===== config.mk =====
export PLATFORM = sky130hd
export DESIGN_NAME = pulse_gen_adc
export DESIGN_NICKNAME = d
export VERILOG_FILES = /design/src/rtl/pulse_gen_adc_pkg.sv /design/src/rtl/pulse_gen_adc_lfsr16.sv /design/src/rtl/pulse_gen_adc.sv
export SDC_FILE = /design/constraint.sdc
export NUM_CORES = 1
export LEC_CHECK = 0
export CORE_AREA = 2 2 98 100
export CTS_CLUSTER_DIAMETER = 40
export DETAILED_ROUTE_END_ITERATION = 10
export DIE_AREA = 0 0 100 102
export PLACE_DENSITY_LB_ADDON = 0.12
export REMOVE_ABC_BUFFERS = 1
export SLEW_MARGIN = 25
export SYNTH_ARGS = -nofsm -noshare
export SYNTH_HDL_FRONTEND = slang
export SYNTH_SLANG_ARGS = --single-unit
export TNS_END_PERCENT = 100

===== constraint.sdc =====
create_clock -name clk -period 3.8 [get_ports clk]
set_clock_uncertainty 0.1 [all_clocks]
set_input_delay 0.95 -clock clk [delete_from_list [all_inputs] [get_ports clk]]
set_output_delay 0.95 -clock clk [all_outputs]
set_load 0.05 [all_outputs]

===== src/rtl/pulse_gen_adc_pkg.sv =====
// Shared definitions for the synthetic ADC pulse source: sample width, FSM state type, LFSR seed.
package pulse_gen_adc_pkg;

    localparam int SIZE_ADC_DATA = 14;

    typedef enum logic [1:0] {
        IDLE,
        RISE,
        DECAY,
        HOLD
    } pulse_state_t;

    localparam logic [15:0] PULSE_LFSR_SEED = 16'hACE1;

endpackage


===== src/rtl/pulse_gen_adc_lfsr16.sv =====
// 16-bit Fibonacci LFSR (taps 16,14,13,11) that dithers the synthetic ADC samples.
// Used only when PULSE_GEN_NOISE_EN is defined.
module lfsr16
    import pulse_gen_adc_pkg::*;
(
    input  logic        clk,
    input  logic        reset,
    output logic [15:0] out
);

    always_ff @(posedge clk or negedge reset) begin
        if (!reset) begin
            out <= PULSE_LFSR_SEED;
        end else begin
            out <= {out[14:0], out[15] ^ out[13] ^ out[12] ^ out[10]};
        end
    end

endmodule


===== src/rtl/pulse_gen_adc.sv =====
// Synthetic ADC source: on trigger emits baseline + linear rise + exponential decay, then a hold-off.
// Optional PULSE_GEN_NOISE_EN adds signed 4-bit LFSR noise to every sample.
//
// state | meaning
// IDLE  | armed, v = 0, waiting for trig
// RISE  | v ramps by a >> RISE_SHIFT per cycle, last cycle forces v = a
// DECAY | v -= v >> DECAY_SHIFT until that step is zero
// HOLD  | v = 0, hold-off down-counter; done on the last cycle
module pulse_gen_adc #(
    parameter int SIZE_ADC_DATA = pulse_gen_adc_pkg::SIZE_ADC_DATA,
    parameter int BASELINE      = 100,
    parameter int RISE_SHIFT    = 2,
    parameter int DECAY_SHIFT   = 4,
    parameter int HOLDOFF       = 16
) (
    input  logic                     clk,
    input  logic                     reset,
    input  logic                     trig,
    input  logic [SIZE_ADC_DATA-1:0] amplitude,
    output logic [SIZE_ADC_DATA-1:0] output_data,
    output logic                     busy,
    output logic                     done,
    output logic                     trig_lost
);
    import pulse_gen_adc_pkg::*;

    localparam int VW = SIZE_ADC_DATA + 1;
    localparam int SW = SIZE_ADC_DATA + 3;
    localparam logic signed [SW-1:0]  SAT_MAX   = {3'b000, {SIZE_ADC_DATA{1'b1}}};
    localparam logic signed [SW-1:0]  BASE_S    = SW'(BASELINE);
    localparam logic [SIZE_ADC_DATA-1:0] BASE_OUT = SIZE_ADC_DATA'(BASELINE);
    localparam logic [15:0] RISE_LAST = 16'((1 << RISE_SHIFT) - 1);
    localparam logic [15:0] HOLD_LOAD = 16'(HOLDOFF);

    pulse_state_t             state;
    logic [VW-1:0]            v;
    logic [VW-1:0]            v_nxt;
    logic [SIZE_ADC_DATA-1:0] a;
    logic [15:0]              cnt;
    logic signed [SW-1:0]     noise_s;
    logic signed [SW-1:0]     sum;
    logic [SIZE_ADC_DATA-1:0] out_nxt;

`ifdef PULSE_GEN_NOISE_EN
    logic [15:0] lfsr_out;

    lfsr16 u_lfsr (
        .clk   (clk),
        .reset (reset),
        .out   (lfsr_out)
    );

    assign noise_s = {{(SW-4){lfsr_out[3]}}, lfsr_out[3:0]};
`else
    assign noise_s = '0;
`endif

    always_comb begin
        v_nxt = '0;
        case (state)
            IDLE:  v_nxt = '0;
            RISE:  v_nxt = (cnt == RISE_LAST) ? {1'b0, a} : v + VW'(a >> RISE_SHIFT);
            DECAY: v_nxt = ((v >> DECAY_SHIFT) == '0) ? '0 : v - (v >> DECAY_SHIFT);
            HOLD:  v_nxt = '0;
            default: v_nxt = '0;
        endcase
    end

    // Output is registered from v_nxt so the sample lines up with the v it represents.
    always_comb begin
        sum = $signed({2'b00, v_nxt}) + BASE_S + noise_s;
        if (sum < 0) begin
            out_nxt = '0;
        end else if (sum > SAT_MAX) begin
            out_nxt = SAT_MAX[SIZE_ADC_DATA-1:0];
        end else begin
            out_nxt = sum[SIZE_ADC_DATA-1:0];
        end
    end

    always_ff @(posedge clk or negedge reset) begin
        if (!reset) begin
            state       <= IDLE;
            v           <= '0;
            a           <= '0;
            cnt         <= '0;
            output_data <= BASE_OUT;
            busy        <= 1'b0;
            done        <= 1'b0;
            trig_lost   <= 1'b0;
        end else begin
            v           <= v_nxt;
            output_data <= out_nxt;
            done        <= 1'b0;
            if (trig && busy) begin
                trig_lost <= 1'b1;
            end
            case (state)
                IDLE: begin
                    if (trig) begin
                        a     <= amplitude;
                        cnt   <= '0;
                        busy  <= 1'b1;
                        state <= RISE;
                    end
                end
                RISE: begin
                    cnt <= cnt + 16'd1;
                    if (cnt == RISE_LAST) begin
                        state <= DECAY;
                    end
                end
                DECAY: begin
                    if ((v >> DECAY_SHIFT) == '0) begin
                        cnt   <= HOLD_LOAD;
                        state <= HOLD;
                        done  <= (HOLDOFF == 1);
                    end
                end
                HOLD: begin
                    // done is registered, so it is raised one edge ahead of the last count.
                    cnt <= cnt - 16'd1;
                    if (cnt == 16'd2) begin
                        done <= 1'b1;
                    end
                    if (cnt == 16'd1) begin
                        busy  <= 1'b0;
                        state <= IDLE;
                    end
                end
                default: state <= IDLE;
            endcase
        end
    end

endmodule

==> impl_metrics.tcl, run 1 <==
set metrics [dict create \
    status "completed" \
    hold_viol_final 0 \
    p_leak_nw 2.45 \
    grt_pass1_wl_mm 19.6 \
    routed_wl_mm 11.9 \
    synthToLayoutAreaGrowth_pct 15.6 \
    crit_family "simple AND/OR/NAND/NOR gates" \
    start_util_pct 53.4 \
    hold_start "trig_lost" \
    clk_path_buf_depth 2 \
    ys_seq_area_share_pct 33.0 \
    max_cap_violations 0 \
    synthArstFlopShare_pct 100 \
    fp.dieW_um 100 \
    cts-resized-gates 0 \
    critPathKind "reg2reg" \
    final_cells 684 \
    routed-via-count 4158 \
    final_core_util_pct 61.7 \
    antenna_found_initial 0 \
    critPathCaptureType "register" \
    rsz0062_at_grt "false" \
    avgViaCountPerCell 6.08 \
    core_area_um2 9110 \
    drt_iter0_drc 228 \
    crit_slowest_cell "and4b_2" \
    rows 35 \
    yosys_register_bits 64 \
    postRouteAntennaNets 0 \
    dr.pass1.iters 4 \
    maxSlewViolCount 0 \
    drc 0 \
    critical_path_buf_inv_count 1 \
    cellPowerDensity_nw_per_um2 1070 \
    total_power_mw 6.04 \
    ys.warnings.count 0 \
    yosys-top-cells-count "dfrtp_1, nand2_1, ha_1" \
    wl_per_cell_um 17.3 \
    io_pins 34 \
    fillers 789 \
    synth_area_per_cell_um2 9.21 \
    first_global_vias 4143 \
    worst_slew_pin_slew_ns 0.786 \
    regArea_um2 1610 \
    nNetsFinal 620 \
    crit_required_ns 3.92 \
    grt_usage_pct 24.3 \
    max_clock_freq_mhz 281 \
    synth_edf_count 0 \
    diodes 0 \
    io_buffers 33 \
    path_clk_slew_ns 0.08 \
    ctsHtreeMaxLevel 3 \
    numCtsBuffers 9 \
    holdWs_ns 0.358 \
    start_kind "register" \
    min_period_ns 3.56 \
    relSlewSlack_pct 47.6 \
    post-place-cells 668 \
    peakVddDrop_v 0.000553 \
    drive_gt1_share_pct 15.9 \
    hpwl_mm 8.68 \
    final-setup-viol-count 0 \
    finalSetupTns_ns 0 \
    syn_inst 528 \
    insertion_delay_ns 0.35 \
    cts_root_buf "clkbuf_8" \
    critPathArrivalTime_ns 3.68 \
    crit_path_max_fanout 14 \
    synthFlopType "dfrtp_1" \
    post_cts_buffers 0 \
    gr-total-overflow 0 \
    hold_buffers 0 \
    die_h_um 102 \
    worstSetupStartpoint "cnt[0]" \
    clock-sinks 64 \
    hold_class "reg2reg" \
    place_congestion 0.946 \
    multi_input_area_um2 3040 \
    r2r_start "cnt[0]" \
    crit_top_cell "o22ai_2" \
    synthTopCellsByArea "dfrtp_1, ha_1, xnor2_1, nand2_1, mux2_2" \
    synth.largest_area_cell "dfrtp_1" \
    die_area_um2 10200 \
    grt_max_degree 43 \
    cts_tree "done" \
    synth.distinct_cells 79 \
    period_share_pct 93.6 \
    crit_chain "ha_1 -> nor4b_1 -> and4_1 -> nor3_1 -> a21oi_1 -> o22ai_2 -> buf_4 -> a311oi_2 -> and4b_2 -> o22ai_2" \
    slowest_delay_ns 0.58 \
    synth_top_area_share_pct 31.4 \
    netlist_area_um2 4860 \
]
[worst reg2reg max path, cell delays in order, from the launching register on]
cell      delay (ns)
dfrtp_1         0.49
ha_1            0.21
nor4b_1         0.37
and4_1          0.50
nor3_1          0.11
a21oi_1         0.22
o22ai_2         0.12
buf_4           0.19
a311oi_2        0.45
and4b_2         0.58
o22ai_2         0.11
[layout by cell type, fill, tap and decap left out, drive strengths merged, types with 6 or more instances in the layout]
cell,netlist,final
a22oi,12,12
and2,6,6
nor4,6,6
and3,12,12
clkbuf,6,10
xor2,17,17
nor2,21,21
nor3,13,13
nand3,14,14
buf,17,20
ha,33,33
dfrtp,61,61
inv,27,28
o21ai,45,45
o22ai,7,7
a21o,7,7
mux2,15,15
xnor2,30,30
a21oi,28,28
clkdlybuf4s50,0,32
nand2,62,62
[flip-flops by register name, summed over array words and instances (netlist names)]
signal	count
state	2
a	14
output_data	14
v	15
trig_lost	1
cnt	16
busy	1
done	1
[final timing paths]
| path | to | slack, ns | depth (start not counted) |
|---|---|---|---|
| worst min-delay path | trig_lost | 0.36 | 1 |
| worst max register to register | output_data[11] | 0.24 | 10 |
| worst min register to register | trig_lost | 0.36 | 1 |
| max in group asynchronous | output_data[2] | 2.17 | 2 |
| worst max-delay path | output_data[11] | 0.24 | 10 |
| min in group asynchronous | a[9] | 0.47 | 1 |
[area by class of cell]
class	instances	area share [%]
clock inverter	6	2.05
tap	111	2.47
multi-input combinational	414	54.1
timing repair buffer	52	8.55
clock buffer	10	2.45
inverter	27	1.80
sequential	64	28.6
[where the power goes]
| part | internal (mW) | switching, mW | total [mW] |
|---|---|---|---|
| clock | 0.457 | 0.297 | 0.755 |
| combinational | 1.69 | 2.34 | 4.02 |
| sequential | 0.982 | 0.277 | 1.26 |
[cells by family (layout without fill, tap and decap cells)]
kind of cell               after synthesis  in the layout  synth area share, %
muxes                                   20             20                 4.50
xor gates and xnor gates                47             47                 8.46
adders and majority gates               35             35                 9.31
DFF                                     64             64                 33.0
buffers and inverters                   50             95                 4.71
and+or+nand+nor                        164            164                 18.1
AOI/OAI and AO/OA                      148            148                 21.9
[routing by layer]
layer  vias to the layer above  track usage (%)  wire [um]
li1                       2002                -          -
met1                      2022             29.3       5220
met2                        98             43.6       5860
met3                        36             4.79        444
met4                         0             8.75        343
met5                         -                0          0
[per-stage QoR]
step	area, um^2	setup WS, ns
after floorplan	4740	0.185
after global placement	5360	0.146
after detailed placement	5360	0.0631
after CTS	5610	0.0439
after global routing	5620	0.0158
final	5620	0.244
Note: power is estimated with default switching activity, not from simulation.
==> run 2: changes to the inputs <==
--- a/config.mk
+++ b/config.mk
@@ -7,6 +7,7 @@
 export LEC_CHECK = 0
 export CORE_AREA = 2 2 98 100
 export CTS_CLUSTER_DIAMETER = 40
+export CTS_CLUSTER_SIZE = 20
 export DETAILED_ROUTE_END_ITERATION = 10
 export DIE_AREA = 0 0 100 102
 export PLACE_DENSITY_LB_ADDON = 0.12
==> results of run 2 <==
No change in the layout: final DEF, timing and power equal those of run 1.
==> run 3: changes to the inputs <==
--- a/config.mk
+++ b/config.mk
@@ -6,12 +6,14 @@
 export NUM_CORES = 1
 export LEC_CHECK = 0
 export CORE_AREA = 2 2 98 100
-export CTS_CLUSTER_DIAMETER = 40
+export CTS_CLUSTER_DIAMETER = 30
 export CTS_CLUSTER_SIZE = 20
 export DETAILED_ROUTE_END_ITERATION = 10
 export DIE_AREA = 0 0 100 102
+export GPL_ROUTABILITY_DRIVEN = 0
 export PLACE_DENSITY_LB_ADDON = 0.12
 export REMOVE_ABC_BUFFERS = 1
+export SKIP_LAST_GASP = 1
 export SLEW_MARGIN = 25
 export SYNTH_ARGS = -nofsm -noshare
 export SYNTH_HDL_FRONTEND = slang
==> results of run 3 <==
No change in the layout: final DEF, timing and power equal those of run 1.
==> edit: new RTL, flow settings as in run 2 <==
Set the package constant `SIZE_ADC_DATA` to 16 (it was 14).
--- a/src/rtl/pulse_gen_adc_pkg.sv
+++ b/src/rtl/pulse_gen_adc_pkg.sv
@@ -2,5 +2,5 @@
 package pulse_gen_adc_pkg;
 
-    localparam int SIZE_ADC_DATA = 14;
+    localparam int SIZE_ADC_DATA = 16;
 
     typedef enum logic [1:0] {
Interface: changed (resized amplitude and output_data); port bits go from 34 to 38. The function was not compared with the original's and may differ.
==> edit against run 2 <==
Via count is 16% higher; design area is 11% higher; sequential share of layout area is 0.32 points lower; setup slack worse by 72 ps; hold slack better by 9.5 ps; synthesized area is 9.8% higher; sequential cell count is 6 higher; fmax is 2.0% lower; largest cell class unchanged; non-clock buffer count is 18 higher; die area stayed put; wire length is 26% higher.
Power is left out: the tool's default activity adds up to more than one toggle a clock period on the data nets, which glitch-free logic cannot reach.
==> edit: results (changes against run 2) <==
run_status:
  status: "finished, final reports clean"
yosys:
  synth_cell_type_count: 80  # +1.3%
  synth_seq_area_share: 0.3286  # -0.001426
  yosys.area_share.adder: 0.09417  # +0.001036
  synth-compound-area-share: 0.2354  # +0.01674
  yosys-top-cells-area: "dfrtp_1 31%, ha_1 8.7%, o21ai_0 4.6%, mux2_2 3.8%, xor2_1 3.8%"
  synth_common_cells: "67 x dfrtp_1, 49 x o21ai_0, 44 x nand2_1, 37 x ha_1"
  async_flop_share: 1.000  # unchanged
  avgSynthCellArea_um2: 9.053  # -1.7%
  synth_mux_area_frac: 0.05107  # +0.006044
  synth_xor_area_frac: 0.06723  # -0.01741
global_route:
  antenna_found_initial: 0  # unchanged
  grt_max_degree: 29  # -33%
  grt_pass1_vias: 4782  # +15%
  grt_first_pass_wirelength_um: 24230  # +24%
  grt_use_total: 0.3083  # +0.06500
layout:
  final_cells: 760  # +11%
  fill_cells: 748  # -5.2%
  final_nets: 702  # +13%
  largest_register_ffs: 17  # +1
  top_register: "v"
critical_path:
  cpPeakStageDelay_ps: 440  # -140 ps
  slowest_stage: "dfrtp_1"
  cp_top_family: "compound AO/OA/AOI/OAI gates"
  arrival_ps: 3750  # +70 ps
  cp_max_fo: 16  # +2
placement:
  routabilityCongestion: 0.9524  # +0.71%
  dp_cells: 744  # +11%
  dp.final_hpwl_um: 11540  # +33%
  dp_slack_ps: 110.9  # +47.79 ps
  port_buffers: 37  # +12%
clock_network:
  cts_buffers: 9  # unchanged
  cts-root-buf: "clkbuf_8"
timing:
  relSlewSlack: 0.4790  # +0.003019
route:
  vias_per_cell: 6.330  # +4.1%
  routed_wl_um: 14990  # +26%
  firstDrtPassIters: 5  # +1
  drtIter0Drc: 343  # +50%
==> edit: what timing repair did <==
item,4_1_cts,5_1_grt
endpoints found under the hold margin,0,0
setup endpoints to repair,0,16
gates resized for setup,0,7
==> edit: logic make-up after synthesis <==
logic type | Yosys count
muxes | 25
buffers and inverters | 60
xor gates and xnor gates | 41
DFF | 70
and+or+nand+nor | 179
adders and majority gates | 39
AOI/OAI and AO/OA | 176
==> edit: metrics by stage <==
stage	TNS [ps]	hold slack (ps)	util	area [um2]
6_report	0	367.5	0.6823	6215
5_1_grt	0	394.9	0.6823	6215
4_1_cts	0	370.5	0.6773	6170
3_5_place_dp	0	351.6	0.6563	5978
3_3_place_gp	0	338.4	0.6559	5974
2_1_floorplan	-4.652	378.7	-	5210
==> edit: final cells by class <==
class / instances / area share
Timing Repair Buffer: 70 / 0.1007
Clock inverter: 6 / 0.01027
Multi-Input combinational cell: 460 / 0.5438
Sequential cell: 70 / 0.2825
Inverter: 33 / 0.01993
Clock buffer: 10 / 0.02054
Tap cell: 111 / 0.02235
==> edit: path summary, 6_finish.rpt <==
| path | from | to | slack [ps] | depth (start not counted) |
|---|---|---|---|---|
| setup / recovery | v[4] | output_data[4] | 170 | 13 |
| hold / removal | trig_lost | trig_lost | 370 | 1 |
| setup reg to reg | v[4] | output_data[4] | 170 | 13 |
| hold reg to reg | trig_lost | trig_lost | 370 | 1 |
| max in group asynchronous | reset | v[13] | 2360 | 2 |
| min in group asynchronous | reset | cnt[8] | 470 | 1 |
==> edit: layer usage <==
layer	track usage	vias to the layer above	wire, um
met5	0	-	0
met4	0.1106	0	399
met3	0.06019	38	839
met2	0.5172	155	7236
met1	0.4015	2335	6511
li1	-	2283	-
